## src/rtl/hermes_rx_arbiter_pkg.sv

```systemverilog
// hermes_rx_arbiter_pkg: shared state type and counter width for the Hermes receive arbiter.
package hermes_rx_arbiter_pkg;
    typedef enum logic [1:0] {IDLE, HEADER, SIZE, PAYLOAD} hermes_rx_state_t;
    localparam int HERMES_RX_CNT_W = 16;
endpackage

```

## src/rtl/hermes_rx_arbiter_ring_buffer.sv

```systemverilog
// hermes_rx_arbiter_ring_buffer: per-channel flit FIFO; rx_ack_o is the credit (not full), tx_o is non-empty.
module hermes_rx_arbiter_ring_buffer #(
    parameter int DATA_SIZE   = 32,
    parameter int BUFFER_SIZE = 16
) (
    input  logic                 clk_i,
    input  logic                 rst_i,
    input  logic                 rx_i,
    input  logic [DATA_SIZE-1:0] data_i,
    output logic                 rx_ack_o,
    output logic                 tx_o,
    input  logic                 ack_i,
    output logic [DATA_SIZE-1:0] data_o
);
    localparam int AW = $clog2(BUFFER_SIZE);
    logic [AW:0]          wr_q, rd_q;
    logic [DATA_SIZE-1:0] mem_q [BUFFER_SIZE];
    logic                 full, empty;

    // Pointers carry one extra wrap bit so full and empty are distinguishable.
    assign full     = (wr_q[AW] != rd_q[AW]) && (wr_q[AW-1:0] == rd_q[AW-1:0]);
    assign empty    = wr_q == rd_q;
    assign rx_ack_o = !full;
    assign tx_o     = !empty;
    assign data_o   = mem_q[rd_q[AW-1:0]];

    always_ff @(posedge clk_i or posedge rst_i) begin
        if (rst_i) begin
            wr_q <= '0;
            rd_q <= '0;
        end else begin
            if (rx_i && !full) wr_q <= wr_q + (AW+1)'(1);
            if (ack_i && !empty) rd_q <= rd_q + (AW+1)'(1);
        end
    end

    always_ff @(posedge clk_i) begin
        if (rx_i && !full) mem_q[wr_q[AW-1:0]] <= data_i;
    end
endmodule

```

## src/rtl/hermes_rx_arbiter.sv

```systemverilog
// hermes_rx_arbiter: N-channel Hermes receive front-end, round-robin per packet into one rx/credit stream.
// Optional per-channel packet counters enabled by DMNI_RX_PKT_CNT_EN.
module hermes_rx_arbiter
    import hermes_rx_arbiter_pkg::*;
#(
    parameter int FLIT_SIZE   = 32,
    parameter int BUFFER_SIZE = 16,
    parameter int N_CHANNELS  = 2,
    localparam int CW = N_CHANNELS > 1 ? $clog2(N_CHANNELS) : 1
) (
    input  logic                                         clk_i,
    input  logic                                         rst_i,
    input  logic [N_CHANNELS-1:0]                        noc_rx_i,
    output logic [N_CHANNELS-1:0]                        noc_credit_o,
    input  logic [N_CHANNELS-1:0][FLIT_SIZE-1:0]         noc_data_i,
    output logic                                         tx_o,
    input  logic                                         credit_i,
    output logic [FLIT_SIZE-1:0]                         data_o,
    output logic [CW-1:0]                                channel_o,
    output logic                                         busy_o,
    output logic [N_CHANNELS-1:0][HERMES_RX_CNT_W-1:0]   pkt_count_o
);
    hermes_rx_state_t                    state_q;
    logic [CW-1:0]                       chan_q, rr_q, grant_d, rr_d;
    logic [FLIT_SIZE-1:0]                rem_q;
    logic [N_CHANNELS-1:0]               ne, ack;
    logic [N_CHANNELS-1:0][FLIT_SIZE-1:0] head;
    logic                                xfer, eop;

    for (genvar c = 0; c < N_CHANNELS; c++) begin : g_buf
        assign ack[c] = xfer && (chan_q == CW'(c));
        hermes_rx_arbiter_ring_buffer #(.DATA_SIZE(FLIT_SIZE), .BUFFER_SIZE(BUFFER_SIZE)) u_buf (
            .clk_i    (clk_i),
            .rst_i    (rst_i),
            .rx_i     (noc_rx_i[c]),
            .data_i   (noc_data_i[c]),
            .rx_ack_o (noc_credit_o[c]),
            .tx_o     (ne[c]),
            .ack_i    (ack[c]),
            .data_o   (head[c])
        );
    end

    assign busy_o    = state_q != IDLE;
    assign channel_o = chan_q;
    assign tx_o      = busy_o && ne[chan_q];
    assign data_o    = busy_o ? head[chan_q] : '0;
    assign xfer      = tx_o && credit_i;
    assign eop       = xfer && ((state_q == SIZE && data_o == '0) ||
                                (state_q == PAYLOAD && rem_q == FLIT_SIZE'(1)));
    assign rr_d      = CW'((int'(chan_q) + 1) % N_CHANNELS);

    // Walk offsets from farthest to nearest so the channel closest to rr_q wins.
    always_comb begin
        grant_d = rr_q;
        for (int i = N_CHANNELS - 1; i >= 0; i--) begin
            grant_d = ne[(int'(rr_q) + i) % N_CHANNELS] ? CW'((int'(rr_q) + i) % N_CHANNELS) : grant_d;
        end
    end

    always_ff @(posedge clk_i or posedge rst_i) begin
        if (rst_i) begin
            state_q <= IDLE;
            chan_q  <= '0;
            rr_q    <= '0;
            rem_q   <= '0;
        end else begin
            case (state_q)
                IDLE: if (|ne) begin
                    chan_q  <= grant_d;
                    state_q <= HEADER;
                end
                HEADER: if (xfer) state_q <= SIZE;
                SIZE: if (xfer) begin
                    rem_q   <= data_o;
                    state_q <= data_o == '0 ? IDLE : PAYLOAD;
                end
                PAYLOAD: if (xfer) begin
                    rem_q   <= rem_q - FLIT_SIZE'(1);
                    state_q <= rem_q == FLIT_SIZE'(1) ? IDLE : PAYLOAD;
                end
                default: state_q <= IDLE;
            endcase
            if (eop) rr_q <= rr_d;
        end
    end

`ifdef DMNI_RX_PKT_CNT_EN
    logic [N_CHANNELS-1:0][HERMES_RX_CNT_W-1:0] pkt_cnt_q;

    always_ff @(posedge clk_i or posedge rst_i) begin
        if (rst_i) pkt_cnt_q <= '0;
        else if (eop && pkt_cnt_q[chan_q] != '1) pkt_cnt_q[chan_q] <= pkt_cnt_q[chan_q] + HERMES_RX_CNT_W'(1);
    end

    assign pkt_count_o = pkt_cnt_q;
`else
    assign pkt_count_o = '0;
`endif
endmodule

```

## config.mk

```make
export PLATFORM = sky130hd
export DESIGN_NAME = hermes_rx_arbiter
export DESIGN_NICKNAME = d
export VERILOG_FILES = /design/src/rtl/hermes_rx_arbiter_pkg.sv /design/src/rtl/hermes_rx_arbiter_ring_buffer.sv /design/src/rtl/hermes_rx_arbiter.sv
export SDC_FILE = /design/constraint.sdc
export NUM_CORES = 1
export LEC_CHECK = 0
export ABC_CLOCK_PERIOD_IN_PS = 12400
export BUFFER_PORTS_ARGS = -buffer_cell sky130_fd_sc_hd__buf_2
export CAP_MARGIN = 20
export CORE_MARGIN = 3
export CORE_UTILIZATION = 50
export CTS_CLUSTER_SIZE = 10
export DETAILED_ROUTE_END_ITERATION = 16
export PLACE_DENSITY_LB_ADDON = 0.12
export SLEW_MARGIN = 40
export SYNTH_ARGS = -nofsm -noshare
export SYNTH_HDL_FRONTEND = slang
export SYNTH_SLANG_ARGS = --single-unit
```

## constraint.sdc

```tcl
create_clock -name clk_i -period 12.4 [get_ports clk_i]
set_clock_uncertainty 0.2 [all_clocks]
set_input_delay 0.62 -clock clk_i [delete_from_list [all_inputs] [get_ports clk_i]]
set_output_delay 0.62 -clock clk_i [all_outputs]
set_load 0.01 [all_outputs]
```

---- After elaboration in Yosys (flattened, before gate mapping) ----
Memories as Yosys holds them, arrays and structs flattened.
Index checks and enable logic that the tools add are counted.
word-level totals
  register bits ........................... 56
  bits in latches ......................... 0
  RAM bits ................................ 1024
  bits in read-only memories .............. 0
  bits of input ports ..................... 69
  word-level logic and storage cells ...... 88
  memories kept ........................... 2
memory list
  name                  depth  bits a word  read ports  clocked after memory_dff  wr ports  RTL line                             RTL
  g_buf[0].u_buf.mem_q  16     32           1           0                         1         hermes_rx_arbiter_ring_buffer.sv:17  logic [DATA_SIZE-1:0] mem_q [BUFFER_SIZE];
  g_buf[1].u_buf.mem_q  16     32           1           0                         1         hermes_rx_arbiter_ring_buffer.sv:17
cells by class
  add/sub/neg operators ................... 7
  multipliers ............................. 0
  div/mod/pow operators ................... 0
  $lt $le $gt $ge ......................... 3
  equality and inequality tests ........... 14
  shift operators ......................... 0
  multiplexer cells ....................... 26
  bitwise operators ....................... 2
  reductions and logical operators ........ 26
operators by type and width
  cell                     count
  $mux W32                 5
  $pmux W32 S2             1
  $eq A32 B1 Y1 const B    1
  $logic_not A32 Y1        1
  $sub A32 B1 Y32 const B  1
  $add A5 B1 Y5 const B    4
  $logic_and A1 B1 Y1      13
  $mux W1                  13
  $mux W2                  6
  $eq A5 B5 Y1             2
  $eq A4 B4 Y1             2
  $ne A2 B2 Y1 const B     4
  $pmux W2 S4              1
  $eq A2 B2 Y1 const B     2
  $logic_not A1 Y1         4
  $lt A1 B2 Y1 const B     2
  $reduce_and A4 Y1        1
  $reduce_bool A2 Y1       2
  $lt A2 B3 Y1 const B     1
  $reduce_and A3 Y1        1
  $add A1 B1 Y1 const B    2
  $eq A2 B1 Y1 const B     1
  $logic_not A2 Y1         1
  $ne A1 B1 Y1             2
  5 further kinds          5

---- Longest topological paths before layout ----
  word-level depth ........................ 8
  depth in mapped cells ................... 15
  depth with buffers taken out ............ 10

---- Cells and area by module ----
A second synthesis with hierarchy kept.
unflattened totals
  cells, all modules ...................... 2143
  area total of the unflattened synthesis .. 43037.5 sq um
modules (own cells, without submodules)
  module                         times used  cells an instance  area each (sq um)  sequential area each (sq um)
  hermes_rx_arbiter_ring_buffer  2           870                19976.7            15625.0
  hermes_rx_arbiter              1           403                3084.2             900.9

---- Least setup slack after synthesis ----
Ideal clock, no wire load.
  path kind ............................... register to register
  start point ............................. register g_buf[1].u_buf.rd_q[0]
  end point ............................... memory g_buf[1].u_buf.mem_q[3][0] (enable)
  setup time .............................. 0.461 ns
  arrival ................................. 4.358 ns
  setup slack ............................. 7.381 ns
  cell stages (with the launch flop) ...... 12
  clock period less this slack ............ 5.019 ns
  path through ............................ dfrtp_1 buf_4 buf_2 buf_2 buf_2 xor2_1 nor4_1 nand2b_1 and2_1 clkbuf_1 nand2_1 nor3_1
between the ends
  cells in the longest elaborated chain, start to end .. 6
RTL lines
  item                           RTL line                             RTL
  start, declared                hermes_rx_arbiter_ring_buffer.sv:16  logic [AW:0] wr_q, rd_q;
  start signal, assigned         hermes_rx_arbiter_ring_buffer.sv:33  if (ack_i && !empty) rd_q <= rd_q + (AW+1)'(1);
  $eq A4 B4 Y1                   hermes_rx_arbiter_ring_buffer.sv:21  assign full = (wr_q[AW] != rd_q[AW]) && (wr_q[AW-1:0] == rd_q[AW-1:0]);
  $logic_and A1 B1 Y1            hermes_rx_arbiter_ring_buffer.sv:21
  $logic_not A1 Y1               -
  net g_buf[1].u_buf.rx_ack_o    hermes_rx_arbiter_ring_buffer.sv:10  output logic rx_ack_o,
  $logic_and A1 B1 Y1            hermes_rx_arbiter_ring_buffer.sv:38  if (rx_i && !full) mem_q[wr_q[AW-1:0]] <= data_i;
  $mux W1                        hermes_rx_arbiter_ring_buffer.sv:38
  $mux W1 (not written as such)  hermes_rx_arbiter_ring_buffer.sv:38
  end, declared                  hermes_rx_arbiter_ring_buffer.sv:17
The timed path passes the listed nets, and every way through them passes these cells.

---- Worst setup path in the final report ----
  start point ............................. register g_buf[0].u_buf.rd_q[0]
  end point ............................... output data_o[16]
between the ends
  cells in the longest elaborated chain, start to end .. 4
RTL lines
  item                                          RTL line                             RTL
  start, declared                               hermes_rx_arbiter_ring_buffer.sv:16
  start signal, assigned                        hermes_rx_arbiter_ring_buffer.sv:33
  $mem_v2 Z16 W32                               -
  $mux W32 (not written as such) (2 in series)  hermes_rx_arbiter.sv:47              assign data_o = busy_o ? head[chan_q] : '0;
  $mux W32                                      hermes_rx_arbiter.sv:47
  end, declared                                 hermes_rx_arbiter.sv:18              output logic [FLIT_SIZE-1:0] data_o,
Every way passes these cells. The select of a mux whose other input is x is not followed.

==> reports/metrics.csv <==
metric,value,unit
run status,"complete, no violations",
first-pass GRT wire length,159900,µm
count of unique library cells instantiated by Yosys,78,
data required time of the worst path,11.58,ns
total negative slack for setup checks,0,ns
via density per instance,6.211,
iteration count of the initial detailed-routing pass,6,
WL/cell,30.23,µm
pin count of the biggest net entering global routing,57,
critical-path cell list,buf_12 > buf_4 > clkinv_1 > mux2i_1 > nor2_1 > a211oi_1 > a211oi_1 > buf_4 > buf_2,
"critical path fanouts, max",42,
number of violations of the max-capacitance limit,0,
upper clock frequency limit,0.1825,GHz
number of flops mapped to enable cells by yosys,1024,
Post-CTS Setup Inserts,0,
total global routing overflow,0,
number of nets with antenna violations after detailed routing,0,
switching part of the total,30.56,%
post-route fraction of the period consumed by the critical path,44.20,%
number of antenna violations at the first check in global routing,12,
total clock buffers created by CTS,120,
share of the core filled with cells,56.79,%
Total Die Area,90220,µm²
Setup Crit Path Kind,flip-flop to output port,
count of buffer and inverter cells on the critical path,5,
Post-Synthesis Cells,2275,
mean cell area of the mapped netlist,19.04,µm²
Max VDD drop,134.3,µV
number of warnings issued by yosys,0,
min-delay worst type,input port to flip-flop,
sequential cell area fraction in the yosys report,74.21,%
drt total wl,109900,µm
Seq pwr share,45.4,%
I/O pin count,138,
fraction of layout cells with a size suffix above 1,25.34,%
# clock sinks,1080,
Total Nets Final,2522,
CTS tree,done,
#FFs+latches synth,1080,
commonest register cell after synthesis,sky130_fd_sc_hd__edfxtp_1,
CP top delay family,buffers and inverters,
clock tree buffer depth,3,
floorplan row count,107,
port buffer count,105,
signed area change from the synthesized netlist to the final layout,12.15,%
combinational share of power,24.0,%
RSZ-0062 raised after global routing,false,
Max H-tree Level,3,
crit path max-delay cell type,sky130_fd_sc_hd__a211oi_1,
effective utilization at floorplan,50.64,%
final setup fails,0,
vertical die dimension,300.4,µm
Crit. End Element,output port,
Crit path largest cell delay,0.81,ns
switching power,3.119,mW
half-perimeter wire length of the detailed placement result,63400,µm
shortest clock period the worst path allows after layout,5.480,ns
Tot GR Track Use,24.57,%
placeable core region,85550,µm²
DRC Markers,0,
Final Wtd Congestion,0.8655,
relative slew slack,35.94,%
internal portion of total power,7.088,mW
static leakage power,15.69,nW
async set-or-reset flop fraction in the synthesized netlist,5.185,%
root buffer cell,sky130_fd_sc_hd__clkbuf_16,
vias after detailed routing,22569,
Power Density,210.1,nW/µm²
worst slew pin tran,0.9551,ns
startpoint types,flip-flop,
final hold viol count,0,
data arrival at the endpoint of the critical path,4.66,ns
part of the total power dissipated in the clock network,30.5,%
post-layout power,10.21,mW
Initial DRC Count,2568,
Worst-path clk slew,0.06,ns
number of global-route vias before repair,22754,
Die X-Extent,300.4,µm
clk_lat worst skew,0.69,ns
pins over their slew limit,0,
Synth Cell Area,43320,µm²
cells in the mapped netlist, drive strengths merged (10+ instances only):
| cell | n | area (µm²) |
|---|---|---|
| ha | 12 | 150.1 |
| inv | 36 | 135.1 |
| buf | 117 | 844.6 |
| mux2i | 95 | 950.9 |
| nor3 | 18 | 101.4 |
| o221ai | 32 | 280.3 |
| nand4 | 10 | 62.56 |
| mux2 | 83 | 934.6 |
| a31oi | 10 | 62.56 |
| xnor2 | 15 | 131.4 |
| xor2 | 11 | 96.34 |
| nand2b | 13 | 81.33 |
| a22oi | 19 | 142.6 |
| dfrtp | 56 | 1401 |
| nor2 | 75 | 284.0 |
| o22ai | 18 | 112.6 |
| mux4 | 191 | 4320 |
| a221oi | 26 | 227.7 |
| nor2b | 14 | 87.58 |
| and2 | 11 | 68.82 |
| o21ai | 57 | 285.3 |
| clkbuf | 43 | 161.4 |
| a21oi | 59 | 295.3 |
| edfxtp | 1024 | 30750 |
| nand3 | 36 | 180.2 |
| nand2 | 90 | 337.8 |
layer usage:
metal  global-route usage, %  share of wire, %  routed length (µm)
met5                  0.1623             0.035                  39
met4                   6.687               2.0                2237
met3                   4.405               7.3                7987
met2                   38.24                48               52700
met1                   36.17                43               46910
kinds of logic after synthesis:
group / Yosys count / share of synthesized area (%)
fa+ha+maj: 12 / 0.3466
buf+inv: 201 / 2.677
compound gates: 279 / 4.407
simple gates: 307 / 3.500
mux: 369 / 14.32
xor+xnor: 26 / 0.5256
flops: 1080 / 74.21
other cells: 1 / 0.008656
metrics by stage:
stage	cells	cell area [µm²]	worst slack, ns	hold slack [ns]
floorplan	2306	43440	7.381	0.2562
global placement	3454	45080	6.811	0.2733
detailed placement	3460	45200	7.191	0.2855
CTS	3628	48550	6.725	0.07072
global route	3632	48580	6.700	0.09829
finish	3634	48590	6.920	0.1113
power by group through the flow:
stage / Combinational, mW / Clock (mW) / Sequential (mW)
after floorplan: 1.54 / 0 / 4.57
after global placement: 2.38 / 0 / 4.72
after detailed placement: 2.45 / 0 / 4.71
after CTS: 2.47 / 3.17 / 4.64
after global routing: 2.61 / 3.33 / 4.67
final: 2.45 / 3.12 / 4.64
final timing paths:
path	endpoint	from	cells after the start	slack [ns]
worst max-delay path	data_o[16]	g_buf[0].u_buf.rd_q[0]	9	6.92
worst min-delay path	g_buf[0].u_buf.mem_q[6][6]	noc_data_i[6]	1	0.11
worst max register to register	rr_q	channel_o	9	7.17
worst min register to register	g_buf[1].u_buf.wr_q[4]	g_buf[1].u_buf.wr_q[4]	1	0.30
max in group asynchronous	g_buf[1].u_buf.rd_q[0]	rst_i	4	11.08
min in group asynchronous	g_buf[1].u_buf.wr_q[0]	rst_i	4	0.42
state kept, by name, summed over array words and instances, names as in the netlist:
| signal | cells |
|---|---|
| rr_q | 1 |
| rem_q | 32 |
| channel_o | 1 |
| state_q | 2 |
| g_buf.u_buf.rd_q | 10 |
| g_buf.u_buf.wr_q | 10 |
| g_buf.u_buf.mem_q | 1024 |
layout by cell type, fill, tap and decap left out, types with 14 or more instances in the layout:
cell type                   synthesis  routed
sky130_fd_sc_hd__conb_1             1      32
sky130_fd_sc_hd__a22oi_1           19      19
sky130_fd_sc_hd__clkbuf_1          43      36
sky130_fd_sc_hd__nand3_1           36      36
sky130_fd_sc_hd__o21ai_0           55      54
sky130_fd_sc_hd__o221ai_1          32      32
sky130_fd_sc_hd__nand2_1           90      89
sky130_fd_sc_hd__a21oi_1           59      59
sky130_fd_sc_hd__xnor2_1           15      15
sky130_fd_sc_hd__nor2b_1           14      14
sky130_fd_sc_hd__clkbuf_16          0     121
sky130_fd_sc_hd__nor2_1            74      49
sky130_fd_sc_hd__o22ai_1           18      18
sky130_fd_sc_hd__inv_1             36      35
sky130_fd_sc_hd__a221oi_1          26      26
sky130_fd_sc_hd__dfrtp_1           56      48
sky130_fd_sc_hd__buf_2             36     107
sky130_fd_sc_hd__nor2_4             0      25
sky130_fd_sc_hd__buf_4             55      58
sky130_fd_sc_hd__mux4_2           186     186
sky130_fd_sc_hd__mux2i_1           95      95
sky130_fd_sc_hd__edfxtp_1        1024    1024
sky130_fd_sc_hd__mux2_2            81      81
area by class of cell:
type / count / area, µm²
Antenna cell: 4 / 10.01
Inverter: 41 / 155.1
Multi-Input combinational cell: 1025 / 10380
Timing Repair Buffer: 173 / 1110
Clock buffer: 158 / 3177
Sequential cell: 1080 / 32170
Tap cell: 1144 / 1431
Fill cell: 6358 / 36960
Clock inverter: 9 / 153.9
what timing repair did:
action	CTS	global route
hold buffers	1	0
endpoints found under the hold margin	50	0
gates resized for setup	0	0
No activity file was read; power rests on OpenSTA's default activity.
